File: src/rtl/appmult_mac7u.sv
// Pipelined 7x7 unsigned multiply-accumulate with a burst result handshake.
// Optional accumulator clamping is enabled by defining APPMULT_MAC_SAT_EN.

module Mult_7_7 (
  input  logic [6:0]  IN1,
  input  logic [6:0]  IN2,
  output logic [13:0] Out
);
  assign Out = {7'b0, IN1} * {7'b0, IN2};
endmodule

module appmult_mac7u #(
  parameter int ACC_W = 20,
  parameter int CNT_W = 8
) (
  input  logic             clk,
  input  logic             rst_n,
  input  logic             in_valid,
  output logic             in_ready,
  input  logic [6:0]       in_a,
  input  logic [6:0]       in_b,
  input  logic             in_last,
  output logic             out_valid,
  input  logic             out_ready,
  output logic [ACC_W-1:0] out_acc,
  output logic [CNT_W-1:0] out_count,
  output logic             out_sat,
  output logic             o_dbg_state
);

  // Handshakes: a transfer happens on a rising edge where valid && ready are
  // both high; valid never waits on ready, and once raised it holds its data
  // until the transfer completes.

  typedef enum logic {ST_ACCUM = 1'b0, ST_DONE = 1'b1} state_t;

  state_t           r_state;
  state_t           w_state_nxt;
  logic             r_p_valid;
  logic [13:0]      r_p_prod;
  logic             r_p_last;
  logic [ACC_W-1:0] r_acc;
  logic [CNT_W-1:0] r_count;
  logic [13:0]      w_prod;
  logic             w_accept;
  logic             w_p_fire;
  logic             w_out_fire;
  logic [ACC_W:0]   w_sum;

  Mult_7_7 u_mult (
    .IN1 (in_a),
    .IN2 (in_b),
    .Out (w_prod)
  );

  assign w_p_fire   = r_p_valid && (r_state == ST_ACCUM);
  assign w_accept   = in_valid && in_ready;
  assign w_out_fire = out_valid && out_ready;
  assign w_sum      = {1'b0, r_acc} + (ACC_W + 1)'(r_p_prod);

  // State register
  always_ff @(posedge clk or negedge rst_n) begin
    if (!rst_n) r_state <= ST_ACCUM;
    else        r_state <= w_state_nxt;
  end

  // Next-state logic
  always_comb begin
    w_state_nxt = r_state;
    case (r_state)
      ST_ACCUM: if (w_p_fire && r_p_last) w_state_nxt = ST_DONE;
      ST_DONE:  if (out_ready)            w_state_nxt = ST_ACCUM;
      default:                            w_state_nxt = ST_ACCUM;
    endcase
  end

  // Output logic; in_ready depends only on registers, so P freezes in DONE
  always_comb begin
    out_valid   = (r_state == ST_DONE);
    in_ready    = !r_p_valid || w_p_fire;
    o_dbg_state = r_state;
  end

  // Product stage P
  always_ff @(posedge clk or negedge rst_n) begin
    if (!rst_n) begin
      r_p_valid <= 1'b0;
      r_p_prod  <= '0;
      r_p_last  <= 1'b0;
    end else if (w_accept) begin
      r_p_valid <= 1'b1;
      r_p_prod  <= w_prod;
      r_p_last  <= in_last;
    end else if (w_p_fire) begin
      r_p_valid <= 1'b0;
    end
  end

  always_ff @(posedge clk or negedge rst_n) begin
    if (!rst_n) begin
      r_count <= '0;
    end else if (w_out_fire) begin
      r_count <= '0;
    end else if (w_p_fire && (r_count != {CNT_W{1'b1}})) begin
      r_count <= r_count + CNT_W'(1);
    end
  end

`ifdef APPMULT_MAC_SAT_EN
  logic r_sat;

  // Carry out of the widened sum means the true total no longer fits
  always_ff @(posedge clk or negedge rst_n) begin
    if (!rst_n) begin
      r_acc <= '0;
      r_sat <= 1'b0;
    end else if (w_out_fire) begin
      r_acc <= '0;
      r_sat <= 1'b0;
    end else if (w_p_fire) begin
      if (w_sum[ACC_W]) begin
        r_acc <= {ACC_W{1'b1}};
        r_sat <= 1'b1;
      end else begin
        r_acc <= w_sum[ACC_W-1:0];
      end
    end
  end

  assign out_sat = r_sat;
`else
  logic w_unused_carry;
  assign w_unused_carry = w_sum[ACC_W];

  always_ff @(posedge clk or negedge rst_n) begin
    if (!rst_n) begin
      r_acc <= '0;
    end else if (w_out_fire) begin
      r_acc <= '0;
    end else if (w_p_fire) begin
      r_acc <= w_sum[ACC_W-1:0];
    end
  end

  assign out_sat = 1'b0 & w_unused_carry;
`endif

  assign out_acc   = r_acc;
  assign out_count = r_count;

endmodule

File: config.mk
export PLATFORM = sky130hd
export DESIGN_NAME = appmult_mac7u
export DESIGN_NICKNAME = d
export VERILOG_FILES = /design/src/rtl/appmult_mac7u.sv
export SDC_FILE = /design/constraint.sdc
export NUM_CORES = 1
export LEC_CHECK = 0
export BUFFER_PORTS_ARGS = -buffer_cell sky130_fd_sc_hd__buf_2
export CELL_PAD_IN_SITES_DETAIL_PLACEMENT = 1
export CELL_PAD_IN_SITES_GLOBAL_PLACEMENT = 1
export CORE_ASPECT_RATIO = 1.5
export CORE_MARGIN = 3
export CORE_UTILIZATION = 49
export DETAILED_ROUTE_END_ITERATION = 6
export GPL_TIMING_DRIVEN = 0
export PLACE_DENSITY_LB_ADDON = 0.15
export SYNTH_ARGS = -nofsm -noshare
export SYNTH_HDL_FRONTEND = slang
export SYNTH_SLANG_ARGS = --single-unit
File: constraint.sdc
create_clock -name clk -period 6.85 [get_ports clk]
set_input_delay 0.685 -clock clk [delete_from_list [all_inputs] [get_ports clk]]
set_output_delay 0.685 -clock clk [all_outputs]
set_load 0.01 [all_outputs]
==> impl_summary.txt <==
----------------------------------------------------
[Run status]
  Outcome ... completed

[STA]
  RSZ-0062 raised after global routing ... false
  Slew headroom ... 31.8%
  Final worst setup slack ... 2.18 ns
  Setup TNS Final ... 0 ns
  Transition time of the tightest slew-check pin ... 1.02 ns
  Final worst path period share ... 68.1%
  Clock skew ... 0.00798 ns
  Setup Viol. Count Final ... 0
  Number of slew-limit violations in the final report ... 0
  Min Clock Period, post-route ... 4.67 ns
  Max Freq ... 214 MHz
  Hold Violations, Final ... 0

[Drt]
  Residual DRC ... 0
  Total wire length after detailed routing ... 10200 um
  Drt initial violations ... 87
  DR WL/cell ... 17.5 um
  Number of iterations in the first detailed-routing pass ... 4
  Remaining antenna violation count after routing ... 0
  Total number of vias ... 3324
  Via density ... 5.69

[Yosys]
  Post-synthesis average cell area ... 9.45 um^2
  Post-Syn Area ... 0.00402 mm^2
  Warnings from Yosys ... 0
  Synth Register Bits ... 45
  Post-Synthesis Cells ... 425
  Cell variety after synth ... 47
  Number of enable flip-flop cells after synthesis ... 0
  Primary FF master, synth ... sky130_fd_sc_hd__dfrtp_1
  Post-synthesis net count ... 516
  Async set or reset register ratio after synthesis ... 100%
  Sequential element share of the synthesized area ... 28.0%

[Floorplan]
  Area of the core region ... 0.00781 mm^2
  Top-level I/O count ... 51
  Number of rows created at floorplan ... 39
  Die span in x ... 79.9 um
  Starting Density ... 51.5%
  Overall die area ... 0.00934 mm^2
  Die H ... 117 um

[Worst setup path]
  Critical path launch point ... in_a[3]
  Cell Chain, Critical Path ... buf_2 > and2_1 > fa_1 > inv_1 > fa_1 > inv_1 > fa_1 > inv_1 > fa_1 > inv_1 > ha_1 > o21ai_0 > a22oi_1 > a221oi_1 > a2111oi_0 > a221o_1
  Worst EP arrival ... 4.84 ns
  Sort of element at the end of the critical path ... flip-flop
  Slowest library cell on the worst path ... sky130_fd_sc_hd__fa_1
  Critical path endpoint ... r_p_prod[13]
  Path length in cells of the critical path ... 16
  Number of cell instances on the worst register-to-register path ... 8
  Crit start category ... input pin
  Worst path required time ... 7.02 ns
  CP top delay family ... adder cells
  Register-to-register setup slack ... 4.06 ns
  Terminus of the critical flop-to-flop path ... out_acc[16]
  Buffer and inverter count on the worst path ... 5
  Biggest cell delay along the critical path ... 0.54 ns
  Largest fanout on the critical path ... 7
  Reg-to-Reg Start ... out_acc[0]
  Crit Path Category ... in -> reg

[Clock tree]
  Skew-Pair Late Insertion Delay ... 0.30 ns
  Clock tree from TritonCTS ... built
  Post-cts hold buffer count ... 0
  Clock buffer count from CTS ... 5
  Number of clock sinks ... 45
  Buffer levels on the longest clock path ... 2
  Clock input transition at the sequential cells of the worst setup and hold paths ... 0.06 ns
  Buffers inserted during post-CTS setup optimization ... 0
  Total number of H-tree levels ... 2
  Post-cts resize count ... 0
  Clock root buffer ... sky130_fd_sc_hd__clkbuf_16

[Final layout]
  Area delta synth->final ... 13.7%
  Share of final-layout standard cells stronger than drive strength 1 ... 14.5%
  Antenna diode instance count ... 0
  Number of nets at the end of the flow ... 572
  Final non-filler cell total ... 584

[Power]
  Worst vdd ir ... 0.160 mV
  Leakage Power ... 2.34 nW
  P per Cell Area ... 399 mW/mm^2

[Place]
  Pre-CTS WS ... 1.89 ns
  Last weighted congestion value of the routability-driven placer ... 0.832
  Quantity of I/O buffers inserted on ports ... 49
  Placed Cells incl. Taps ... 576
  Post-DP HPWL ... 8440 um

[Global route]
  Maximum number of pins on one net before global-route repair ... 46
  Total congestion overflow ... 0
  Global-route wire length before repair ... 17500 um
  Global-route usage over all layers ... 23.8%
  Via count of the first global-routing pass ... 3716
  Initial antenna violation count ... 0

[Worst hold path]
  Classification of the worst-slack hold path ... reg -> reg

[Flow run]
  Max-Cap Viols ... 0

----------------------------------------------------
[cell usage after synthesis (3+ instances only)]
master,count,area [um^2]
sky130_fd_sc_hd__nor3_1,7,35.0
sky130_fd_sc_hd__clkbuf_1,5,18.8
sky130_fd_sc_hd__xor2_1,16,140
sky130_fd_sc_hd__xnor2_1,8,70.1
sky130_fd_sc_hd__o211ai_1,7,52.6
sky130_fd_sc_hd__dfrtp_1,45,1130
sky130_fd_sc_hd__inv_1,31,116
sky130_fd_sc_hd__nand2_1,49,184
sky130_fd_sc_hd__mux2i_1,4,40.0
sky130_fd_sc_hd__a21oi_1,19,95.1
sky130_fd_sc_hd__a22o_1,4,35.0
sky130_fd_sc_hd__mux2_2,4,45.0
sky130_fd_sc_hd__a21o_1,8,60.1
sky130_fd_sc_hd__o31ai_1,5,37.5
sky130_fd_sc_hd__o21ai_0,30,150
sky130_fd_sc_hd__a211o_1,3,26.3
sky130_fd_sc_hd__nor2_1,17,63.8
sky130_fd_sc_hd__a211oi_1,3,22.5
sky130_fd_sc_hd__nand3_1,7,35.0
sky130_fd_sc_hd__fa_1,25,500
sky130_fd_sc_hd__o21a_1,7,52.6
sky130_fd_sc_hd__and2_1,41,257
sky130_fd_sc_hd__nand4_1,3,18.8
sky130_fd_sc_hd__ha_1,47,588
[through the flow]
| stage | utilization (%) | hold WS (ns) | instance area (um^2) | total power, W |
|---|---|---|---|---|
| 4_1_cts | 58.5 | 0.485 | 4570 | 0.00184 |
| 3_3_place_gp | 56.2 | 0.464 | 4390 | 0.00148 |
| 6_report | 58.5 | 0.477 | 4570 | 0.00182 |
| 2_1_floorplan | - | 0.389 | 4020 | 0.00122 |
| 3_5_place_dp | 56.2 | 0.477 | 4390 | 0.00154 |
| 5_1_grt | 58.5 | 0.510 | 4570 | 0.00200 |
[area by class of cell]
type / count / area (um^2)
Tap cell: 102 / 128
Clock buffer: 6 / 139
Sequential cell: 45 / 1130
Fill cell: 941 / 3240
Multi-Input combinational cell: 341 / 2730
Clock inverter: 2 / 37.5
Timing Repair Buffer: 49 / 245
Inverter: 31 / 116
Buffer: 8 / 45.0
[worst register-to-register path, cell delays in order (launching register included)]
cell and delay [ns]:
sky130_fd_sc_hd__dfrtp_1 0.41, sky130_fd_sc_hd__ha_1 0.26, sky130_fd_sc_hd__fa_1 0.45, sky130_fd_sc_hd__a211o_1 0.37, sky130_fd_sc_hd__a2111o_1 0.43, sky130_fd_sc_hd__a211o_1 0.36, sky130_fd_sc_hd__a21oi_4 0.22, sky130_fd_sc_hd__o211ai_1 0.12
sky130_fd_sc_hd__o31ai_1 0.09
[cell families (layout without fill, tap and decap cells)]
logic type / count (synthesis) / after routing / share of synthesized area [%]
DFF: 45 / 45 / 28.0
muxes: 8 / 8 / 2.12
AOI/OAI and AO/OA: 103 / 103 / 17.1
other: 1 / 1 / 0.0933
and+or+nand+nor: 133 / 133 / 16.3
adders and majority gates: 72 / 72 / 27.1
xor gates and xnor gates: 24 / 24 / 5.23
buffers and inverters: 39 / 96 / 4.02
[report_power, final]
| part | internal (W) | switching (W) |
|---|---|---|
| Clock | 0.000182 | 0.000104 |
| Combinational | 0.000453 | 0.000632 |
| Sequential | 0.000364 | 0.0000881 |
[layer usage]
metal | routed length [um] | track usage (%)
met5 | 0 | 0
met4 | 271 | 9.81
met3 | 266 | 2.60
met2 | 6060 | 48.1
met1 | 3620 | 24.0
[state kept, by name, summed over array words and instances, names as in the netlist]
name	count
out_count	8
r_p_valid	1
o_dbg_state	1
r_p_last	1
r_p_prod	14
out_acc	20
[placed cells by master (no fill, tap or decap), drive strengths merged, types with 2 or more instances in the layout]
master / count
buf: 52
a211o: 3
o21a: 7
clkbuf: 11
a31o: 2
dfrtp: 45
xor2: 16
o2111ai: 2
a21oi: 20
xnor2: 8
o211ai: 7
nand2: 49
mux2i: 4
fa: 25
inv: 31
nand3: 7
o21ai: 31
ha: 47
and4: 2
a211oi: 3
nor3: 7
and3: 3
nand4: 3
nand2b: 2
a41oi: 2
mux2: 4
and2: 41
a22o: 4
nor2: 17
a21o: 9
o31ai: 5
[how the worst min path moves through the flow]
stage / endpoint / from / cells after the start / slack [ns]
after floorplan: o_dbg_state / rst_n / 0 / 0.39
after global placement: out_acc[19] / out_acc[19] / 1 / 0.46
after detailed placement: out_acc[19] / out_acc[19] / 1 / 0.48
after CTS: out_acc[19] / out_acc[19] / 1 / 0.48
after global routing: out_acc[19] / out_acc[19] / 1 / 0.51
final: out_acc[19] / out_acc[19] / 1 / 0.48
(Power assumes the default switching activity.)
